**src/rtl/cpx_multiply_arbiter.sv**
```systemverilog
// Round-robin arbiter sharing one pipelined cpx_multiply among NUM_REQ requesters.
// Optional macro CPX_ARB_STATS_EN adds a 32-bit wrapping handshake counter output, grant_count.
module cpx_multiply_arbiter #(
  parameter int NUM_REQ      = 4,
  parameter int XI_BITS      = 16,
  parameter int YI_BITS      = 16,
  parameter int OUT_BITS     = 33,
  parameter int MULT_LATENCY = 2,
  parameter int ID_BITS      = 2
) (
  input  logic                       clk,
  input  logic                       rst_n,
  input  logic                       arb_en,
  input  logic [NUM_REQ-1:0]         req_valid,
  output logic [NUM_REQ-1:0]         req_ready,
  input  logic [NUM_REQ*XI_BITS-1:0] req_xi,
  input  logic [NUM_REQ*XI_BITS-1:0] req_xq,
  input  logic [NUM_REQ*YI_BITS-1:0] req_yi,
  input  logic [NUM_REQ*YI_BITS-1:0] req_yq,
  output logic [XI_BITS-1:0]         mul_xi,
  output logic [XI_BITS-1:0]         mul_xq,
  output logic [YI_BITS-1:0]         mul_yi,
  output logic [YI_BITS-1:0]         mul_yq,
  input  logic [OUT_BITS-1:0]        mul_i_out,
  input  logic [OUT_BITS-1:0]        mul_q_out,
  output logic                       out_valid,
  output logic [ID_BITS-1:0]         out_id,
  output logic [OUT_BITS-1:0]        out_i,
  output logic [OUT_BITS-1:0]        out_q,
  output logic                       busy
`ifdef CPX_ARB_STATS_EN
  ,
  output logic [31:0]                grant_count
`endif
);

  logic [ID_BITS-1:0]                    last_grant_r;
  logic                                  hi_found_s, lo_found_s, handshake_s;
  logic [ID_BITS-1:0]                    hi_idx_s, lo_idx_s, grant_idx_s;
  int                                    sel_s;
  logic [MULT_LATENCY-1:0]               tag_valid_r;
  logic [MULT_LATENCY-1:0][ID_BITS-1:0]  tag_id_r;

  // Rotating priority search: the lowest valid index above last_grant wins, else the lowest at or below it.
  always_comb begin
    hi_found_s = 1'b0;
    lo_found_s = 1'b0;
    hi_idx_s   = '0;
    lo_idx_s   = '0;
    for (int k = NUM_REQ - 1; k >= 0; k--) begin
      hi_found_s = (req_valid[k] && (k > int'(last_grant_r))) ? 1'b1 : hi_found_s;
      hi_idx_s   = (req_valid[k] && (k > int'(last_grant_r))) ? ID_BITS'(k) : hi_idx_s;
      lo_found_s = (req_valid[k] && (k <= int'(last_grant_r))) ? 1'b1 : lo_found_s;
      lo_idx_s   = (req_valid[k] && (k <= int'(last_grant_r))) ? ID_BITS'(k) : lo_idx_s;
    end
    if (hi_found_s) begin
      grant_idx_s = hi_idx_s;
    end else begin
      grant_idx_s = lo_idx_s;
    end
    handshake_s = (hi_found_s | lo_found_s) & arb_en & rst_n;
    sel_s       = int'(grant_idx_s);
    if (handshake_s) begin
      req_ready = {{(NUM_REQ-1){1'b0}}, 1'b1} << grant_idx_s;
    end else begin
      req_ready = '0;
    end
  end

  // Operand capture and pointer update on a handshake; operands hold otherwise.
  always_ff @(posedge clk or negedge rst_n) begin
    if (!rst_n) begin
      mul_xi       <= '0;
      mul_xq       <= '0;
      mul_yi       <= '0;
      mul_yq       <= '0;
      last_grant_r <= ID_BITS'(NUM_REQ - 1);
    end else if (handshake_s) begin
      mul_xi       <= req_xi[sel_s*XI_BITS +: XI_BITS];
      mul_xq       <= req_xq[sel_s*XI_BITS +: XI_BITS];
      mul_yi       <= req_yi[sel_s*YI_BITS +: YI_BITS];
      mul_yq       <= req_yq[sel_s*YI_BITS +: YI_BITS];
      last_grant_r <= grant_idx_s;
    end
  end

  // Tag pipeline tracks {valid, id} alongside the multiplier stages.
  always_ff @(posedge clk or negedge rst_n) begin
    if (!rst_n) begin
      tag_valid_r <= '0;
      tag_id_r    <= '0;
    end else begin
      tag_valid_r[0] <= handshake_s;
      tag_id_r[0]    <= grant_idx_s;
      for (int s = 1; s < MULT_LATENCY; s++) begin
        tag_valid_r[s] <= tag_valid_r[s-1];
        tag_id_r[s]    <= tag_id_r[s-1];
      end
    end
  end

  // Result register: products are captured bit-exact when the last tag stage is valid.
  always_ff @(posedge clk or negedge rst_n) begin
    if (!rst_n) begin
      out_valid <= 1'b0;
      out_id    <= '0;
      out_i     <= '0;
      out_q     <= '0;
    end else if (tag_valid_r[MULT_LATENCY-1]) begin
      out_valid <= 1'b1;
      out_id    <= tag_id_r[MULT_LATENCY-1];
      out_i     <= mul_i_out;
      out_q     <= mul_q_out;
    end else begin
      out_valid <= 1'b0;
    end
  end

  assign busy = (|tag_valid_r) | out_valid;

`ifdef CPX_ARB_STATS_EN
  // Handshake counter; wraps from all-ones to zero.
  always_ff @(posedge clk or negedge rst_n) begin
    if (!rst_n) begin
      grant_count <= 32'd0;
    end else if (handshake_s) begin
      grant_count <= grant_count + 32'd1;
    end
  end
`endif

endmodule

```
**config.mk**
```make
export PLATFORM = sky130hd
export DESIGN_NAME = cpx_multiply_arbiter
export DESIGN_NICKNAME = d
export VERILOG_FILES = /design/src/rtl/cpx_multiply_arbiter.sv
export SDC_FILE = /design/constraint.sdc
export NUM_CORES = 1
export LEC_CHECK = 0
export BUFFER_PORTS_ARGS = -buffer_cell sky130_fd_sc_hd__buf_4
export CAP_MARGIN = 20
export CORE_AREA = 4 4 179 181
export CTS_CLUSTER_SIZE = 25
export DETAILED_ROUTE_END_ITERATION = 10
export DIE_AREA = 0 0 183 185
export MAX_ROUTING_LAYER = met4
export PLACE_DENSITY = 0.53
export SLEW_MARGIN = 10
export SYNTH_ARGS = -nofsm -noshare
export SYNTH_HDL_FRONTEND = slang
export SYNTH_SLANG_ARGS = --single-unit
```
**constraint.sdc**
```tcl
create_clock -name clk -period 1.97 [get_ports clk]
set_input_delay 0.2955 -clock clk [delete_from_list [all_inputs] [get_ports clk]]
set_output_delay 0.2955 -clock clk [all_outputs]
set_load 0.1 [all_outputs]
```
==> reports/qor.txt, run 1 <==
max-cap viol count = 0
WP data required = 1670 ps
Post-Syn Area = 0.00720 sq mm
Worst setup EP type = output port
CP max FO = 3
Num CTS Buffers = 17
Antenna Nets Post-Route = 0
WL/cell = 19.6 microns
minimum clock period = 2250 ps
# diodes = 0
Port Buf Inserts = 466
routability cong. = 0.789
net count after synthesis = 864
skew final = 14.2 ps
#FFs+latches synth = 141
Die Wd = 183 microns
Seq/Total Area, Yosys = 0.490
layout cells sized above 1 = 0.732
area share of the largest cell type after synthesis = 0.483
fmax = 445 MHz
Syn. warnings = 0
Post-synth top cells = dfrtp_1, mux2i_1, mux2_2
CTS root buffer = clkbuf_16
status = finished with violations
top_reg_cell synth = dfrtp_1
Final Non-Filler Cells = 1444
CP Data Arrival Time = 1950 ps
CTS tree = yes
synth-to-layout area growth = 82.1%
maximum clock path buffer count = 2
# setup viols final = 68
CP Class = register to output port
normalized max-slew margin = 0.453
effective utilization at floorplan = 0.237
VDD IR max = 736 uV
hold crit path type = input pin to asynchronous set/reset pin
later-pin clock latency in the skew report = 420 ps
ranking of synthesized cells by area = dfrtp_1, mux2i_1, mux2_2
initial DRC count = 217
R2R setup slack = -230 ps
Overall Power = 17600 uW
Initial DRT Pass Iterations = 4
Worst-Margin Slew = 821 ps
Leak = 0.00606 uW
Via density = 4.47
Die H = 185 microns
RR Startpoint = last_grant_r[0]$_DFFE_PN1P_
CP Launch Type = register
Crit Reg-Reg Endpoint = mul_xi[2]$_DFFE_PN0P_
Post-synth EDFFs = 0
Post-Synthesis Cells = 535
core box area = 0.0304 sq mm
Via Count = 6456
Crit-path slowest cell = dfstp_2
dpl hpwl = 21.1 mm
RSZ-0062 raised after global routing = yes
Yosys top cell by area = dfrtp_1
die area = 0.0339 sq mm
total track usage = 0.163
clock sink total = 141
largest net degree at the start of global routing = 142
R2R depth = 10
antenna violations before repair = 0
H-Tree Depth = 4
failing checks = negative setup slack
grt total ovfl = 0
vias in the first global route = 6880
dpl cells = 1393
critical-path cell list = nand2b_4, o21ai_4, a221oi_4, buf_6, inv_8, nor2_4, buf_12
Core Rows = 64
Filler cells = 2840
worst stage delay on the critical path = 550 ps
final period utilization = 1.14
DRC errors left = 0
Final #Nets = 1364
worst setup margin = -277 ps
Slew Viols, Final = 0
io pins = 467
Hold Fails Final Rpt = 0
first-pass GRT wire length = 41.1 mm
most frequent cell after synthesis = dfrtp_1
hold_buf cts = 0
count of distinct cell types in the synthesized netlist = 30
final core utilization = 0.431
PD cells = 1340 mW/mm^2
Clk pin slew, worst setup/hold paths = 80 ps
Post-Route WL = 28.4 mm
FFs w/ async S/R, synth = 1.00
post-synthesis area per instance = 13.5 sq um
-- sequential cells by signal (all words and copies together), names as in the netlist --
name and cells:
mul_xi 16, mul_yq 16, out_q 33, tag_id_r 4, out_i 33, out_id 2, last_grant_r 2, out_valid 1
mul_xq 16, tag_valid_r 2, mul_yi 16
-- stage by stage --
step           setup slack (ps)  area, sq um  TNS (ps)  hold slack [ps]
2_1_floorplan              -259         7250      -586          -0.0911
3_3_place_gp               -198        11300     -3430              337
3_5_place_dp               -249        11300     -6040              336
4_1_cts                    -312        12700    -10900             80.6
5_1_grt                    -386        13100    -16260             75.8
6_report                   -277        13100     -9710             45.8
-- worst max path at each step --
stage	endpoint	slack, ps	cells after the start	from
floorplan	req_ready[0]	-260	8	last_grant_r[0]$_DFFE_PN1P_
global placement	mul_yq[0]$_DFFE_PN0P_	-200	7	last_grant_r[0]$_DFFE_PN1P_
detailed placement	mul_yq[0]$_DFFE_PN0P_	-250	7	last_grant_r[0]$_DFFE_PN1P_
CTS	req_ready[2]	-310	6	last_grant_r[0]$_DFFE_PN1P_
global route	req_ready[0]	-390	7	last_grant_r[0]$_DFFE_PN1P_
finish	req_ready[0]	-280	7	last_grant_r[0]$_DFFE_PN1P_
-- power by group --
part | total, uW | switching [uW] | internal (uW)
logic | 10200 | 6930 | 3280
clock network | 3440 | 1500 | 1940
registers | 3970 | 395 | 3580
-- cells in the final DEF (no fill, tap or decap), drive strengths merged --
cell	instances
clkinv	3
nand2b	2
nand2	68
mux2	68
clkinvlp	1
clkbuf	18
o22ai	1
or3	1
nor3	1
nor2	6
o21ai	2
bufinv	2
mux2i	128
dfstp	2
dfrtp	139
a221oi	1
or2	1
o311ai	1
inv	14
o221ai	64
a311oi	1
buf	524
-- cell families after synthesis --
| kind of cell | after synthesis | share of synthesized area |
|---|---|---|
| multiplexers | 196 | 0.284 |
| AO/OA/AOI/OAI | 70 | 0.123 |
| flip-flops | 141 | 0.490 |
| AND/OR/NAND/NOR | 79 | 0.0434 |
| buffers and inverters | 49 | 0.0596 |
-- worst max-delay path: cells and delay by family, from the launching register on --
kind                   cells  cell delay (ps)
AOI/OAI and AO/OA          2              330
and+or+nand+nor            2              230
buffers and inverters      3              430
DFF                        1              550
-- timing repair --
action                                  CTS  global route
gates cloned                              6             1
endpoints found under the setup margin   67            68
pin swaps                                24            17
buffers inserted                         12             6
resized for setup                       104            85
-- final cells by class --
type                       count  area [sq um]  share of cell area
timing repair buffer         525          4460               0.340
inverter                       5          26.3             0.00200
tap                          396           495              0.0378
clock inverter                15           191              0.0146
multi-input combinational    345          3990               0.304
sequential                   141          3530               0.269
clock buffer                  17           425              0.0324
-- per-layer routing --
layer  track usage  part of all wire  vias up
li1              -                 -     3023
met1         0.190              0.39     3146
met2         0.289              0.53      270
met3        0.0401             0.067       17
met4        0.0259            0.0093        0
met5             -                 0        -
(Power assumes the default switching activity.)
==> inputs of run 2 (changes only) <==
- MAX_ROUTING_LAYER: met4 -> not set
==> reports/qor.txt, run 2 (synthesized netlist as in run 1, its figures left out) <==
status = finished with violations
failing checks = negative setup slack
CTS root buffer = clkbuf_16
vias in the first global route = 6879 (-0.015%)
Crit-path slowest cell = dfstp_2
total track usage = 0.158 (-0.00502)
DRC errors left = 0 (unchanged)
Worst setup EP type = output port
Worst-Margin Slew = 868 ps (+46.6 ps)
critical-path cell list = nand2b_4, o21ai_4, a221oi_4, buf_6, inv_8, nor2_4, buf_12
routability cong. = 0.779 (-1.3%)
PD cells = 1340 mW/mm^2 (about the same)
initial DRC count = 237 (+9.2%)
max-cap viol count = 0 (unchanged)
die area = 0.0339 sq mm (unchanged)
dpl hpwl = 21.1 mm (unchanged)
largest net degree at the start of global routing = 142 (unchanged)
worst setup margin = -278 ps (-1.10 ps)
io pins = 467 (unchanged)
CTS tree = yes
maximum clock path buffer count = 2 (unchanged)
Clk pin slew, worst setup/hold paths = 80 ps (about the same)
Die H = 185 microns (unchanged)
CP Launch Type = register
core box area = 0.0304 sq mm (unchanged)
RSZ-0062 raised after global routing = yes
Initial DRT Pass Iterations = 4 (unchanged)
Leak = 0.00606 uW (about the same)
worst stage delay on the critical path = 550 ps (about the same)
WP data required = 1670 ps (about the same)
Hold Fails Final Rpt = 0 (unchanged)
CP Class = register to output port
Via Count = 6458 (+0.031%)
Final #Nets = 1364 (unchanged)
Num CTS Buffers = 17 (unchanged)
CP max FO = 3 (unchanged)
clock sink total = 141 (unchanged)
layout cells sized above 1 = 0.732 (unchanged)
Worst setup endpoint = req_ready[0]
commonest non-fill, non-tap cell in the layout = buf_4
Via density = 4.47 (about the same)
H-Tree Depth = 4 (unchanged)
final period utilization = 1.14 (about the same)
TNS Setup = -9740 ps (-32.3 ps)
Overall Power = 17600 uW (about the same)
Post-Route WL = 28.4 mm (+0.18%)
later-pin clock latency in the skew report = 420 ps (about the same)
VDD IR max = 737 uV (+0.13%)
final core utilization = 0.431 (unchanged)
Port Buf Inserts = 466 (unchanged)
synth-to-layout area growth = 82.1% (unchanged)
grt total ovfl = 0 (unchanged)
Antenna Nets Post-Route = 0 (unchanged)
Slew Viols, Final = 0 (unchanged)
commonest cells after routing, fill and taps aside = buf_4, dfrtp_1, mux2_2
Place WS = -249 ps (unchanged)
Crit Reg-Reg Endpoint = mul_xi[2]$_DFFE_PN0P_
normalized max-slew margin = 0.421 (-0.0311)
first-pass GRT wire length = 41.1 mm (about the same)
Core Rows = 64 (unchanged)
beginning of the critical path = last_grant_r[0]$_DFFE_PN1P_
# diodes = 0 (unchanged)
Regs by FF count = out_i (33), out_q (33)
Filler cells = 2840 (unchanged)
R2R setup slack = -220 ps (about the same)
area post-placement = 0.0113 sq mm (unchanged)
skew final = 14.0 ps (-0.132 ps)
WL/cell = 19.7 microns (+0.18%)
CP Data Arrival Time = 1950 ps (about the same)
effective utilization at floorplan = 0.237 (unchanged)
fmax = 445 MHz (about the same)
antenna violations before repair = 0 (unchanged)
Die Wd = 183 microns (unchanged)
Non-Filler Cell Area, Final = 0.0131 sq mm (unchanged)
minimum clock period = 2250 ps (+1.10 ps)
# setup viols final = 68 (unchanged)
R2R depth = 10 (unchanged)
RR Startpoint = last_grant_r[0]$_DFFE_PN1P_
hold crit path type = input pin to asynchronous set/reset pin
## run 2: cell counts in the layout (fill, tap and decap cells not counted)
No cell type changed its count.
## run 2: what timing repair did
item / in CTS / in global routing
gates resized for setup: 104 / 85
buffers inserted: 12 / 6
gates cloned: 6 / 1
hold buffers: 0 / 0
setup endpoints to repair: 67 / 68
pin swaps: 24 / 16
## run 2: critical path: cells and delay by family, from the launching register on
kind                   cells  cell delay, ps
AO/OA/AOI/OAI              2             330
buffers and inverters      3             430
flip-flops                 1             550
AND/OR/NAND/NOR            2             230
## run 2: worst min-delay path by stage
stage	startpoint	end	slack, ps	depth (start not counted)
6_report	rst_n	mul_xi[4]$_DFFE_PN0P_	4	2
2_1_floorplan	rst_n	mul_xi[0]$_DFFE_PN0P_	-0.09	0
5_1_grt	mul_q_out[14]	out_q[14]$_DFFE_PN0P_	70	2
4_1_cts	mul_i_out[16]	out_i[16]$_DFFE_PN0P_	80	2
3_5_place_dp	tag_id_r[0]$_DFF_PN0_	tag_id_r[2]$_DFF_PN0_	340	0
3_3_place_gp	tag_id_r[1]$_DFF_PN0_	tag_id_r[3]$_DFF_PN0_	340	0
## run 2: area by class of cell
cell class,instances,area [sq um],share of cell area
timing repair buffer,525,4460,0.340
tap,396,495,0.0378
multi-input combinational,345,3990,0.304
sequential,141,3530,0.269
clock buffer,17,425,0.0324
inverter,5,26.3,0.00200
clock inverter,15,191,0.0146
## run 2: stage by stage
step / hold slack, ps / cells
after detailed placement: 336 / 1393
after floorplan: -0.0911 / 535
after global placement: 337 / 1393
final: 3.75 / 1444
after global routing: 74.6 / 1444
after CTS: 80.6 / 1440
## run 2: metal layers
layer | track usage | routed length (microns) | vias up
li1 | - | - | 3019
met1 | 0.187 | 11000 | 3159
met2 | 0.290 | 15200 | 264
met3 | 0.0424 | 1960 | 16
met4 | 0.0259 | 262 | 0
met5 | 0 | 0 | -
## run 2: where the power goes
group	switching, uW	internal, uW
registers	396	3580
logic	6930	3280
clock network	1490	1940
total	8820	8800
==> inputs of run 3 (changes only) <==
- CTS_BUF_LIST: not set -> sky130_fd_sc_hd__clkbuf_4
==> reports/qor.txt, run 3 (synthesized netlist as in run 1, its figures left out) <==
grt total ovfl = 0 (unchanged)
failing checks = negative setup slack
layout cells sized above 1 = 0.646 (-0.0863)
CP Buf/Inv Count = 3 (unchanged)
Overall Power = 16500 uW (-6.2%)
CP Launch Type = register
worst stage delay on the critical path = 620 ps (+70 ps)
WP data required = 1670 ps (about the same)
final core utilization = 0.465 (+0.0335)
first-pass GRT wire length = 44.1 mm (+7.3%)
Leak = 0.00650 uW (+7.4%)
clock sink total = 141 (unchanged)
Via Count = 7006 (+8.5%)
Filler cells = 2725 (-4.0%)
# setup viols final = 68 (unchanged)
H-Tree Depth = 4 (unchanged)
Num CTS Buffers = 17 (unchanged)
max-cap viol count = 0 (unchanged)
CP max FO = 4 (+1)
final period utilization = 1.21 (+0.0729)
CP Data Arrival Time = 2100 ps (+150 ps)
commonest non-fill, non-tap cell in the layout = buf_4
io pins = 467 (unchanged)
VDD IR max = 713 uV (-3.2%)
normalized max-slew margin = 0.361 (-0.0605)
Non-Filler Cell Area, Final = 0.0141 sq mm (+7.8%)
routability cong. = 0.779 (unchanged)
Worst-Margin Slew = 959 ps (+90.7 ps)
synth-to-layout area growth = 96.2%
Final #Nets = 1501 (+10%)
dpl hpwl = 21.1 mm (unchanged)
minimum clock period = 2390 ps (+144 ps)
Worst setup EP type = output port
Port Buf Inserts = 466 (unchanged)
Die H = 185 microns (unchanged)
Top Usage Layer GRT = met2
effective utilization at floorplan = 0.237 (unchanged)
RSZ-0062 raised after global routing = yes
Core Rows = 64 (unchanged)
antenna violations before repair = 1 (+1)
Seq pwr share = 0.240 (+0.015)
largest delay contributor family on the critical path = flip-flops
DRC errors left = 0 (unchanged)
Hold Path Depth = 3
R2R depth = 10 (unchanged)
Die Wd = 183 microns (unchanged)
total track usage = 0.167 (+0.00914)
CTS tree = yes
WL/cell = 19.0 microns (-3.7%)
area post-placement = 0.0113 sq mm (unchanged)
skew final = 34.1 ps (+20.1 ps)
Post-Route WL = 30.0 mm (+5.5%)
Clk pin slew, worst setup/hold paths = 150 ps (+70 ps)
Comb power frac = 0.629 (+0.049)
Regs by FF count = out_i (33), out_q (33)
status = finished with violations
switching part of the total power = 0.527 (+0.0263)
Crit-path slowest cell = dfstp_2
later-pin clock latency in the skew report = 530 ps (+110 ps)
Reg area = 0.00353 sq mm (unchanged)
hold crit path type = input pin to register
GRT met2 Usage = 0.307 (+0.0171)
critical-path cell list = o22ai_4, a221oi_4, buf_6, inv_8, nor2_4, buf_12
commonest cells after routing, fill and taps aside = buf_4, dfrtp_1, dlygate4sd3_1
Power Internal = 7820 uW (-11%)
CTS root buffer = clkbuf_4
CP Depth = 6 (-1)
Slew Viols, Final = 0 (unchanged)
Antenna Nets Post-Route = 0 (unchanged)
switching power = 8700 uW (-1.3%)
met1 GRT Util = 0.195 (+0.00763)
Initial DRT Pass Iterations = 4 (unchanged)
largest net degree at the start of global routing = 142 (unchanged)
Via density = 4.43 (-0.98%)
Hold Fails Final Rpt = 0 (unchanged)
worst setup margin = -421 ps (-144 ps)
area of the multi-input gates = 0.00394 sq mm (-1.3%)
vias in the first global route = 7621 (+11%)
met3 GRT Util = 0.0414 (-0.000982)
R2R setup slack = -270 ps (-50 ps)
initial DRC count = 238 (+0.42%)
die area = 0.0339 sq mm (unchanged)
fmax = 418 MHz (-6.0%)
CP Class = register to output port
maximum clock path buffer count = 2 (unchanged)
Clock power frac = 0.131 (-0.064)
core box area = 0.0304 sq mm (unchanged)
PD cells = 1170 mW/mm^2 (-13%)
## run 3: cell count changes in the layout (fill, tap and decap cells not counted), sizes merged
cell	previous run	this run
buf	524	527
diode	0	1
dlygate4sd3	0	134
## run 3: worst min-delay path, delay by kind of cell
| kind | cells | cell delay (ps) |
|---|---|---|
| muxes | 1 | 50 |
| buffers and inverters | 1 | 80 |
| AOI/OAI and AO/OA | 1 | 140 |
## run 3: final cells by class
cell class | instances | share of cell area
clock inverters | 15 | 0.0135
diodes | 1 | 0.000177
well taps | 396 | 0.0351
flip-flops and latches | 141 | 0.250
repair buffers | 662 | 0.412
inverters | 5 | 0.00186
clock buffers | 17 | 0.00903
multi-input cells | 345 | 0.279
## run 3: what timing repair did
item / 4_1_cts / 5_1_grt
resized for setup: 112 / 79
endpoints found under the hold margin: 233 / 6
endpoints found under the setup margin: 68 / 68
cloned: 6 / 1
buffers inserted: 15 / 9
pin swaps: 24 / 14
hold buffers: 124 / 10
## run 3: per-layer routing
metal | share of wire | routed length (microns) | up-vias
met5 | 0 | 0 | -
met4 | 0.019 | 583 | 0
met3 | 0.067 | 2020 | 35
met2 | 0.53 | 15900 | 306
met1 | 0.38 | 11500 | 3381
li1 | - | - | 3284
## run 3: final timing paths
check | from | endpoint
min reg2reg | tag_id_r[1]$_DFF_PN0_ | tag_id_r[3]$_DFF_PN0_
max | last_grant_r[1]$_DFFE_PN1P_ | req_ready[0]
min in group asynchronous | rst_n | mul_xi[7]$_DFFE_PN0P_
max in group asynchronous | rst_n | mul_xi[0]$_DFFE_PN0P_
min | req_xi[31] | mul_xi[15]$_DFFE_PN0P_
max reg2reg | last_grant_r[1]$_DFFE_PN1P_ | mul_xi[2]$_DFFE_PN0P_
## run 3: power groups by stage
| stage | clock network [uW] | registers, uW | logic (uW) |
|---|---|---|---|
| 6_report | 2160 | 3970 | 10400 |
| 5_1_grt | 2400 | 4050 | 10800 |
| 4_1_cts | 2290 | 3970 | 10100 |
| 3_5_place_dp | 0 | 4010 | 9120 |
| 3_3_place_gp | 0 | 4000 | 9100 |
| 2_1_floorplan | 0 | 8700 | 2120 |
## run 3: per-stage QoR
stage / TNS [ps] / worst slack (ps) / std cells / hold WS [ps]
after floorplan: -586 / -259 / 535 / -0.0911
after global placement: -3430 / -198 / 1393 / 337
after detailed placement: -6040 / -249 / 1393 / 336
after CTS: -12720 / -509 / 1568 / 0.434
after global routing: -17540 / -573 / 1582 / -0.524
final: -11500 / -421 / 1582 / 73.1
